[src/rtl/common_pkg.sv]
// rtl/common_pkg.sv - shared bus widths, initiator state type and address helper
package common_pkg;

    localparam int WB_ADDR_WIDTH          = 17;
    localparam int DATA_WIDTH             = 8;
    localparam int WB_INIT_TIMEOUT_CYCLES = 64;

    typedef enum logic [1:0] {
        IDLE     = 2'd0,
        REQ      = 2'd1,
        WAIT_ACK = 2'd2,
        RESP     = 2'd3
    } wb_init_state_t;

    // The ram responder is mapped from address zero.
    function automatic logic [WB_ADDR_WIDTH-1:0] wb_ram_addr(input logic [WB_ADDR_WIDTH-1:0] offset);
        return offset;
    endfunction

endpackage

[src/rtl/wb_initiator.sv]
// rtl/wb_initiator.sv - single-beat Wishbone B4 pipelined initiator with timeout
module wb_initiator #(
    parameter int ADDR_WIDTH     = common_pkg::WB_ADDR_WIDTH,
    parameter int DATA_WIDTH     = common_pkg::DATA_WIDTH,
    parameter int TIMEOUT_CYCLES = common_pkg::WB_INIT_TIMEOUT_CYCLES
) (
    input  logic                  wb_clock_i,
    input  logic                  wb_reset_n_i,
    input  logic                  cmd_valid_i,
    output logic                  cmd_ready_o,
    input  logic                  cmd_we_i,
    input  logic [ADDR_WIDTH-1:0] cmd_addr_i,
    input  logic [DATA_WIDTH-1:0] cmd_data_i,
    output logic                  rsp_valid_o,
    input  logic                  rsp_ready_i,
    output logic [DATA_WIDTH-1:0] rsp_data_o,
    output logic                  rsp_err_o,
    output logic [ADDR_WIDTH-1:0] wb_addr_o,
    output logic [DATA_WIDTH-1:0] wb_data_o,
    input  logic [DATA_WIDTH-1:0] wb_data_i,
    output logic                  wb_we_o,
    output logic                  wb_cycle_o,
    output logic                  wb_strobe_o,
    input  logic                  wb_stall_i,
    input  logic                  wb_ack_i
);
    import common_pkg::*;

    localparam int TW = (TIMEOUT_CYCLES > 2) ? $clog2(TIMEOUT_CYCLES) : 1;
    // Compared against the pre-increment count, so the abort edge is the one
    // on which the counter would reach TIMEOUT_CYCLES-1.
    localparam logic [TW-1:0] TMO_LAST = TW'(TIMEOUT_CYCLES - 2);

    wb_init_state_t        state_q, state_d;
    logic                  we_q, we_d;
    logic [ADDR_WIDTH-1:0] addr_q, addr_d;
    logic [DATA_WIDTH-1:0] wdata_q, wdata_d;
    logic                  cyc_q, cyc_d;
    logic                  stb_q, stb_d;
    logic                  cmd_ready_q, cmd_ready_d;
    logic                  rsp_valid_q, rsp_valid_d;
    logic [DATA_WIDTH-1:0] rsp_data_q, rsp_data_d;
    logic                  rsp_err_q, rsp_err_d;
    logic [TW-1:0]         tmo_q, tmo_d;
    logic                  tmo_expire;

    assign tmo_expire = (tmo_q == TMO_LAST);

    always_comb begin
        state_d     = state_q;
        we_d        = we_q;
        addr_d      = addr_q;
        wdata_d     = wdata_q;
        cyc_d       = cyc_q;
        stb_d       = stb_q;
        rsp_valid_d = rsp_valid_q;
        rsp_data_d  = rsp_data_q;
        rsp_err_d   = rsp_err_q;
        tmo_d       = tmo_q;

        case (state_q)
            IDLE: begin
                if (cmd_valid_i && cmd_ready_q) begin
                    we_d    = cmd_we_i;
                    addr_d  = cmd_addr_i;
                    wdata_d = cmd_data_i;
                    cyc_d   = 1'b1;
                    stb_d   = 1'b1;
                    tmo_d   = '0;
                    state_d = REQ;
                end
            end
            REQ: begin
                tmo_d = tmo_q + TW'(1);
                if (!wb_stall_i && wb_ack_i) begin
                    cyc_d       = 1'b0;
                    stb_d       = 1'b0;
                    rsp_valid_d = 1'b1;
                    rsp_err_d   = 1'b0;
                    rsp_data_d  = we_q ? '0 : wb_data_i;
                    state_d     = RESP;
                end else if (tmo_expire) begin
                    cyc_d       = 1'b0;
                    stb_d       = 1'b0;
                    rsp_valid_d = 1'b1;
                    rsp_err_d   = 1'b1;
                    rsp_data_d  = '0;
                    state_d     = RESP;
                end else if (!wb_stall_i) begin
                    stb_d   = 1'b0;
                    state_d = WAIT_ACK;
                end
            end
            WAIT_ACK: begin
                tmo_d = tmo_q + TW'(1);
                if (wb_ack_i) begin
                    cyc_d       = 1'b0;
                    rsp_valid_d = 1'b1;
                    rsp_err_d   = 1'b0;
                    rsp_data_d  = we_q ? '0 : wb_data_i;
                    state_d     = RESP;
                end else if (tmo_expire) begin
                    cyc_d       = 1'b0;
                    stb_d       = 1'b0;
                    rsp_valid_d = 1'b1;
                    rsp_err_d   = 1'b1;
                    rsp_data_d  = '0;
                    state_d     = RESP;
                end
            end
            RESP: begin
                if (rsp_ready_i) begin
                    rsp_valid_d = 1'b0;
                    rsp_err_d   = 1'b0;
                    rsp_data_d  = '0;
                    state_d     = IDLE;
                end
            end
            default: begin
                cyc_d       = 1'b0;
                stb_d       = 1'b0;
                rsp_valid_d = 1'b0;
                state_d     = IDLE;
            end
        endcase

        // Registered ready follows the next state so a consumed response
        // reopens the command port on the very next clock.
        cmd_ready_d = (state_d == IDLE);
    end

    always_ff @(posedge wb_clock_i or negedge wb_reset_n_i) begin
        if (!wb_reset_n_i) begin
            state_q     <= IDLE;
            we_q        <= 1'b0;
            addr_q      <= '0;
            wdata_q     <= '0;
            cyc_q       <= 1'b0;
            stb_q       <= 1'b0;
            cmd_ready_q <= 1'b0;
            rsp_valid_q <= 1'b0;
            rsp_data_q  <= '0;
            rsp_err_q   <= 1'b0;
            tmo_q       <= '0;
        end else begin
            state_q     <= state_d;
            we_q        <= we_d;
            addr_q      <= addr_d;
            wdata_q     <= wdata_d;
            cyc_q       <= cyc_d;
            stb_q       <= stb_d;
            cmd_ready_q <= cmd_ready_d;
            rsp_valid_q <= rsp_valid_d;
            rsp_data_q  <= rsp_data_d;
            rsp_err_q   <= rsp_err_d;
            tmo_q       <= tmo_d;
        end
    end

    assign cmd_ready_o = cmd_ready_q;
    assign rsp_valid_o = rsp_valid_q;
    assign rsp_data_o  = rsp_data_q;
    assign rsp_err_o   = rsp_err_q;
    assign wb_addr_o   = addr_q;
    assign wb_data_o   = wdata_q;
    assign wb_we_o     = we_q;
    assign wb_cycle_o  = cyc_q;
    assign wb_strobe_o = stb_q;

endmodule
[config.mk]
export PLATFORM = sky130hd
export DESIGN_NAME = wb_initiator
export DESIGN_NICKNAME = d
export VERILOG_FILES = /design/src/rtl/common_pkg.sv /design/src/rtl/wb_initiator.sv
export SDC_FILE = /design/constraint.sdc
export NUM_CORES = 1
export LEC_CHECK = 0
export ABC_CLOCK_PERIOD_IN_PS = 1710
export CAP_MARGIN = 0
export CORE_UTILIZATION = 41
export CTS_BUF_LIST = sky130_fd_sc_hd__clkbuf_8
export DETAILED_ROUTE_END_ITERATION = 8
export PLACE_DENSITY = 0.87
export SKIP_CTS_REPAIR_TIMING = 1
export SLEW_MARGIN = 20
export SYNTH_ARGS = -nofsm -noshare
export SYNTH_HDL_FRONTEND = slang
export SYNTH_SLANG_ARGS = --single-unit
[constraint.sdc]
create_clock -name wb_clock_i -period 1.71 [get_ports wb_clock_i]
set_input_delay 0.342 -clock wb_clock_i [delete_from_list [all_inputs] [get_ports wb_clock_i]]
set_output_delay 0.342 -clock wb_clock_i [all_outputs]
set_load 0.03 [all_outputs]
# ---- Word level (Yosys, flattened, before mapping)
# Cells that the tools add are included.
dict set report word_totals {
  reg_bits 47
  latch_bits 0
  ram_bits 0
  rom_bits 0
  input_bits 40
  out_inout_bits 39
  elab_cells 71
  mem_count 0
}
dict set report classes {
  n_addsub 1
  multipliers 0
  div 0
  order_cmp 0
  n_eq_ne 9
  shift 0
  muxes 36
  n_bitwise 0
  n_reduce_logical 14
}
# op n
set ops {}
lappend ops {{$mux 8} 5}
lappend ops {{$pmux 8 s3} 1}
lappend ops {{$mux 1} 16}
lappend ops {{$mux 2} 7}
lappend ops {{$pmux 1 s3} 4}
lappend ops {{$pmux 6 s2} 1}
lappend ops {{$ne 2x2->1 const B} 4}
lappend ops {{$pmux 2 s4} 1}
lappend ops {{$reduce_and 2->1} 4}
lappend ops {{$add 6x1->6 const B} 1}
lappend ops {{$eq 6x6->1 const B} 1}
lappend ops {{$mux 6} 1}
lappend ops {{$reduce_bool 3->1} 2}
lappend ops {{$reduce_and 5->1} 1}
lappend ops {{$eq 2x2->1 const B} 2}
lappend ops {{$logic_not 2->1} 2}
lappend ops {{$ne 4x4->1 const B} 1}
lappend ops {{$eq 2x1->1 const B} 1}
lappend ops {{$logic_and 1x1->1} 2}
lappend ops {{$reduce_bool 2->1} 1}
lappend ops {{$reduce_or 2->1} 1}
lappend ops {{$logic_not 1->1} 1}

# ---- Depth between registers and ports, before layout
# Gate-level depths: netlist of the first run.
dict set report logic_depth {
  ltp_word 5
  ltp_mapped 7
  mapped_depth_nobuf 6
}

# ---- Worst setup path before layout of the first run
# OpenSTA, ideal clock, no wires.
dict set report synth_path {
  path_type {register to register}
  from {register state_q[0]}
  to {register rsp_data_q[0], in the netlist rsp_data_o[0]}
  setup_time_ps 121
  t_arrival_ps 1464
  required_time_ps 1589
  path_slack_ps 125
  path_stages_with_launch 6
  path_buffers 0
  period_less_slack_ps 1585
  path_cell_list {dfrtp_1 ha_1 nor2b_1 or2_1 a31o_4 a22o_1}
}
dict set report synth_between {
  elab_chain_cells 3
  elab_cells_between_ends 7
}
# element line
set synth_rtl {}
lappend synth_rtl {{start: declaration} wb_initiator.sv:34} ;# wb_init_state_t state_q, state_d;
lappend synth_rtl {{start signal: assignment} wb_initiator.sv:146} ;# state_q <= state_d;
lappend synth_rtl {{$eq 2x2->1 / $eq 2x1->1 (equally long branches)} wb_initiator.sv:61} ;# case (state_q)
lappend synth_rtl {{$ne 2x2->1 (no line) / $reduce_bool 3->1 (equally long branches)} --}
lappend synth_rtl {{$reduce_and 2->1 (no line)} --}
lappend synth_rtl {{end signal: assignment} wb_initiator.sv:154} ;# rsp_data_q <= rsp_data_d;
lappend synth_rtl {{end: declaration} wb_initiator.sv:42} ;# logic [DATA_WIDTH-1:0] rsp_data_q, rsp_data_d;
# Parallel ways exist; a longest one is shown, timed or not.
# A chain may end at the register's enable or synchronous reset.

# ---- Final worst setup path of the first run
dict set report layout_path {
  from {register rsp_valid_q, in the netlist rsp_valid_o}
  to {output rsp_valid_o}
}
# element line
set layout_rtl {}
lappend layout_rtl {{start: declaration} wb_initiator.sv:41} ;# logic rsp_valid_q, rsp_valid_d;
lappend layout_rtl {{start signal: assignment} wb_initiator.sv:153} ;# rsp_valid_q <= rsp_valid_d;
lappend layout_rtl {{end: declaration} wb_initiator.sv:14} ;# output logic rsp_valid_o,
# No word-level cell between the ends.

==> results of run 1 <==
[cells by family after synthesis]
logic type      share of synthesized area (%)
mux                                     14.67
flops                                   55.16
simple gates                            8.862
fa+ha+maj                               4.695
buf+inv                                 3.052
compound gates                          12.73
xor+xnor                               0.8217
[worst max-delay path by stage]
stage,depth (start not counted),from,slack (ns),to
2_1_floorplan,5,state_q[0],0.12,rsp_data_o[0]
3_3_place_gp,5,rsp_ready_i,0.02,rsp_data_o[6]
3_5_place_dp,6,cmd_valid_i,-0.03,tmo_q[5]
4_1_cts,1,cmd_ready_o,-0.06,cmd_ready_o
5_1_grt,7,state_q[1],-0.03,wb_strobe_o
6_report,1,rsp_valid_o,0.03,rsp_valid_o
[final cells by class]
type	count	area, um2	share of cell area, %
clock buffers	6	82.58	2.515
flip-flops and latches	47	1177	35.86
repair buffers	97	958.4	29.19
well taps	67	83.83	2.553
multi-input cells	108	919.6	28.01
inverters	7	26.28	0.8003
clock inverters	2	35.03	1.067
[sequential cells by signal, indices dropped and copies added, names as in the netlist, 2 cells and up]
register and cells:
wb_data_o 8, tmo_q 6, wb_addr_o 17, rsp_data_o 8, state_q 2
[routing by layer]
layer  vias to the layer above  wire (um)
li1                        797          -
met1                       850       2015
met2                        57       2679
met3                         7        276
met4                         0         61
met5                         -          0
[synth_stat cells (all sizes together), types with 2 or more instances]
master,count
nand2b,3
nand2,9
dfrtp,47
nor2,5
o22ai,2
nand3,4
ha,8
or2,3
buf,5
nor2b,2
a22o,10
xnor2,2
inv,7
a31oi,4
o21ai,5
mux2i,2
a21oi,8
and4b,2
mux2,26
[report_power, final]
group | switching, mW | internal (mW)
Combinational | 1.91 | 1.75
Clock | 0.362 | 0.473
Sequential | 0.348 | 1.62
==> results.sh, run 1 <==
export IMPL_critPathRequiredTime_ns=1.37
export IMPL_fin_tns_setup_ns=0
export IMPL_critPathSlowestCell="clkdlybuf4s50_1"
export IMPL_ys_ff_latch=47
export IMPL_avgSynthCellArea_um2=12.69
export IMPL_n_antenna_cell=0
export IMPL_synth_fp_nets=216
export IMPL_dpl_hpwl_um=3724
export IMPL_drive_gt1_share_pct=26.59
export IMPL_crit_family="buffers and inverters"
export IMPL_p_leak_nw=1.563
export IMPL_slew_violations=0
export IMPL_r2r_cells=5
export IMPL_yosysUniqueCellTypes=36
export IMPL_layout_commonest_cell="clkdlybuf4s50_1"
export IMPL_final_cells=334
export IMPL_dp_slack_ns=-0.03094
export IMPL_power_mw=6.467
export IMPL_r2r_end="rsp_data_o[6]"
export IMPL_die_h_um=74.11
export IMPL_die_x_um=74.11
export IMPL_grt_ovfl_total=0
export IMPL_ant_nets=0
export IMPL_dieArea_um2=5492
export IMPL_timing_rr_start="state_q[1]"
export IMPL_slew_headroom_pct=65.75
export IMPL_netlist_area_um2=2132
export IMPL_vdd_drop_max_v=0.001153
export IMPL_clockRootBuffer="clkbuf_8"
export IMPL_synth_largest_area_cell="dfrtp_1"
export IMPL_ys_async_sr_fraction_pct=100.0
export IMPL_setup_slack_ns=0.02944
export IMPL_cp_max_fo=2
export IMPL_grtUsageMet2_pct=32.42
export IMPL_final_hold_viol_count=0
export IMPL_clock_fmax_ghz=0.5950
export IMPL_drv_cap=0
export IMPL_synth_top_area_share_pct=55.16
export IMPL_vias=1711
export IMPL_grt_util_met1_pct=23.49
export IMPL_drt_wl_total_um=5031
export IMPL_tightest_slew_ns=0.5137
export IMPL_finalSetupViolCount=0
export IMPL_slowest_delay_ns=0.67
export IMPL_whs_ns=0.002388
export IMPL_fillCellCount=359
export IMPL_grt_pass1_vias=1754
export IMPL_grt_use_total_pct=19.51
export IMPL_globalplace_congestion=0.8961
export IMPL_drc=0
export IMPL_critPathCaptureType="output port"
export IMPL_grt_max_degree=24
export IMPL_vias_per_cell=5.123
export IMPL_synth_edf_count=0
export IMPL_min_period_over_period_pct=98.28
export IMPL_power_density_nw_per_um2=1970
export IMPL_initial_core_util_pct=43.97
export IMPL_netlist_top_cells_area="dfrtp_1 55%, mux2_2 14%, ha_1 4.7%"
export IMPL_drt_iter0_markers=70
export IMPL_h_tree_depth=2
export IMPL_hold_class="input pin to async pin"
export IMPL_path_buf_inv=1
export IMPL_placed_area_um2=3088
export IMPL_crit_chain="clkdlybuf4s50_1"
export IMPL_core_um2=4848
export IMPL_start_kind="flip-flop"
export IMPL_clock_sinks=47
export IMPL_ys_flop_type="dfrtp_1"
export IMPL_cts_tree="built"
export IMPL_outcome="complete, no violations"
export IMPL_grt_pass1_wl_um=8017
export IMPL_mostFrequentLayoutCells="64 x clkdlybuf4s50_1, 46 x dfrtp_1, 26 x mux2_2"
export IMPL_yosysSeqAreaShare_pct=55.16
export IMPL_stdcell_area_um2=3283
export IMPL_rsz0062_at_grt="yes"
export IMPL_rows=25
export IMPL_finalNetCount=314
export IMPL_fin_util_pct=67.72
export IMPL_layout_min_cycle_time_ns=1.681
export IMPL_io_pins=79
export IMPL_dr_pass1_iters=5
export IMPL_antenna_found_initial=0
export IMPL_cp_data_arrival_time_ns=1.34
export IMPL_syn_inst=168
export IMPL_dp_cells=325
export IMPL_cts_buffer_depth=2
export IMPL_gr_usage_met3_pct=6.098
export IMPL_rrSetupSlack_ns=0.05
export IMPL_insertion_delay_ns=0.30
export IMPL_cts_inserted_buffers=5
export IMPL_syn_to_final_growth_pct=53.99
export IMPL_yosys_warnings=0
export IMPL_io_buffers=78
export IMPL_busiest_layer="met2"
export IMPL_cts_reportedPaths_clkPinSlew_ns=0.09
export IMPL_critical_path_class="flip-flop to output port"
export IMPL_skew_ns=0.009023
export IMPL_wl_per_cell_um=15.06
Note: power is estimated with default switching activity, not from simulation.
==> run 2, diff against run 1 <==
==> config.mk (replaced) <==
export PLATFORM = sky130hd
export DESIGN_NAME = wb_initiator
export DESIGN_NICKNAME = d
export VERILOG_FILES = /design/src/rtl/common_pkg.sv /design/src/rtl/wb_initiator.sv
export SDC_FILE = /design/constraint.sdc
export NUM_CORES = 1
export LEC_CHECK = 0
export CAP_MARGIN = 0
export CORE_UTILIZATION = 46
export CTS_BUF_LIST = sky130_fd_sc_hd__clkbuf_8
export DETAILED_ROUTE_END_ITERATION = 8
export PLACE_DENSITY = 0.92
export SKIP_CTS_REPAIR_TIMING = 1
export SLEW_MARGIN = 25
export SYNTH_ARGS = -nofsm -noshare
export SYNTH_HDL_FRONTEND = slang
export SYNTH_SLANG_ARGS = --single-unit
==> constraint.sdc (replaced) <==
create_clock -name wb_clock_i -period 1.85 [get_ports wb_clock_i]
set_input_delay 0.37 -clock wb_clock_i [delete_from_list [all_inputs] [get_ports wb_clock_i]]
set_output_delay 0.37 -clock wb_clock_i [all_outputs]
set_load 0.03 [all_outputs]
==> results.sh, run 2 (synthesis results as in run 1) <==
export IMPL_h_tree_depth=2
export IMPL_grt_pass1_vias=1750
export IMPL_die_h_um=70.08
export IMPL_drv_cap=0
export IMPL_timing_rr_start="state_q[1]"
export IMPL_cts_buffer_depth=2
export IMPL_seq_power_share_pct=31.1
export IMPL_grt_ovfl_total=0
export IMPL_drc=0
export IMPL_clock_sinks=47
export IMPL_drt_iter0_markers=81
export IMPL_ant_nets=0
export IMPL_cp_max_fo=8
export IMPL_clockRootBuffer="clkbuf_8"
export IMPL_io_pins=79
export IMPL_p_leak_nw=1.376
export IMPL_vias=1660
export IMPL_drt_wl_total_um=4602
export IMPL_switching_share_pct=39.83
export IMPL_r2r_cells=5
export IMPL_hold_class="input pin to async pin"
export IMPL_cts_reportedPaths_clkPinSlew_ns=0.09
export IMPL_stdcell_area_um2=3147
export IMPL_rows=24
export IMPL_dr_pass1_iters=4
export IMPL_startpoint="state_q[1]"
export IMPL_vdd_drop_max_v=0.001253
export IMPL_min_period_over_period_pct=94.90
export IMPL_rsz0062_at_grt="no"
export IMPL_critPathRequiredTime_ns=2.04
export IMPL_finalNetCount=303
export IMPL_cts_inserted_buffers=5
export IMPL_core_um2=4414
export IMPL_syn_to_final_growth_pct=47.59
export IMPL_die_x_um=70.08
export IMPL_setup_slack_ns=0.09430
export IMPL_outcome="complete, no violations"
export IMPL_mostFrequentLayoutCells="76 x clkdlybuf4s50_1, 46 x dfrtp_1, 26 x mux2_2"
export IMPL_dp_slack_ns=0.06339
export IMPL_power_density_nw_per_um2=1869
export IMPL_drive_gt1_share_pct=20.31
export IMPL_power_internal_mw=3.539
export IMPL_power_mw=5.881
export IMPL_grt_use_total_pct=19.69
export IMPL_fin_tns_setup_ns=0
export IMPL_slew_violations=0
export IMPL_cp_data_arrival_time_ns=1.95
export IMPL_initial_core_util_pct=48.30
export IMPL_cts_tree="built"
export IMPL_antenna_found_initial=0
export IMPL_critical_path_class="flip-flop to flip-flop"
export IMPL_slew_headroom_pct=62.49
export IMPL_largest_reg_flops=17
export IMPL_dpl_hpwl_um=3357
export IMPL_fin_util_pct=71.29
export IMPL_r2r_end="rsp_data_o[6]"
export IMPL_placed_area_um2=2999
export IMPL_clock_fmax_ghz=0.5696
export IMPL_tightest_slew_ns=0.5627
export IMPL_io_buffers=78
export IMPL_skew_ns=0.009255
export IMPL_finalSetupViolCount=0
export IMPL_p_switching_mw=2.342
export IMPL_start_kind="flip-flop"
export IMPL_insertion_delay_ns=0.30
export IMPL_grt_max_degree=26
export IMPL_globalplace_congestion=0.8869
export IMPL_layout_min_cycle_time_ns=1.756
export IMPL_combPwrFrac_pct=54.0
export IMPL_dieArea_um2=4911
export IMPL_vias_per_cell=5.390
export IMPL_grt_pass1_wl_um=7583
export IMPL_n_antenna_cell=0
export IMPL_layout_commonest_cell="clkdlybuf4s50_1"
export IMPL_critPathCaptureType="flip-flop"
export IMPL_rrSetupSlack_ns=0.09
export IMPL_wl_per_cell_um=14.94
export IMPL_final_hold_viol_count=0
export IMPL_clock_power_share_pct=15.0
export IMPL_cp_endpoint="rsp_data_o[6]"
-- run 2: changes by cell type in the layout (fill, tap and decap cells not counted), moves of 2 or more --
cell | before | now
buf_4 | 17 | 7
buf_6 | 2 | 0
clkdlybuf4s50_1 | 64 | 76
dlymetal6s2s_1 | 13 | 1
ha_1 | 4 | 7
ha_2 | 4 | 1
inv_1 | 6 | 8
-- run 2: metrics by stage --
step / cells / hold WS (ns)
after floorplan: 168 / 0.07441
after global placement: 299 / 0.3869
after detailed placement: 299 / 0.3876
after CTS: 307 / 0.05936
after global routing: 308 / 0.09274
final: 308 / 0.04334
-- run 2: worst min-delay path by stage --
stage	to	slack, ns
finish	cmd_ready_o	0.04
global route	cmd_ready_o	0.09
CTS	cmd_ready_o	0.06
detailed placement	cmd_ready_o	0.39
global placement	state_q[1]	0.39
floorplan	cmd_ready_o	0.07
-- run 2: cell type report --
cell class | count | area, um2
Clock buffer | 5 | 68.82
Timing Repair Buffer | 86 | 850.8
Inverter | 7 | 26.28
Sequential cell | 47 | 1177
Clock inverter | 3 | 63.81
Fill cell | 311 | 1267
Tap cell | 52 | 65.06
Multi-Input combinational cell | 108 | 894.6
-- run 2: critical path, stage by stage, from the launching register on --
cell	delay (ns)
dfrtp_2	0.46
ha_1	0.26
nor2b_1	0.19
or2_1	0.24
a31o_4	0.25
a22o_1	0.23
-- run 2: power by group through the flow --
stage	Sequential, mW	Combinational, mW	Clock, mW
6_report	1.83	3.17	0.880
5_1_grt	1.90	3.39	0.929
4_1_cts	1.82	3.18	0.891
3_5_place_dp	1.83	3.17	0
3_3_place_gp	1.81	3.09	0
2_1_floorplan	2.54	1.24	0
-- run 2: routing by layer --
layer,wire length (um),track usage [%]
met2,2212,33.23
met3,339,6.061
met1,1950,22.94
met4,99,8.889
met5,0,0
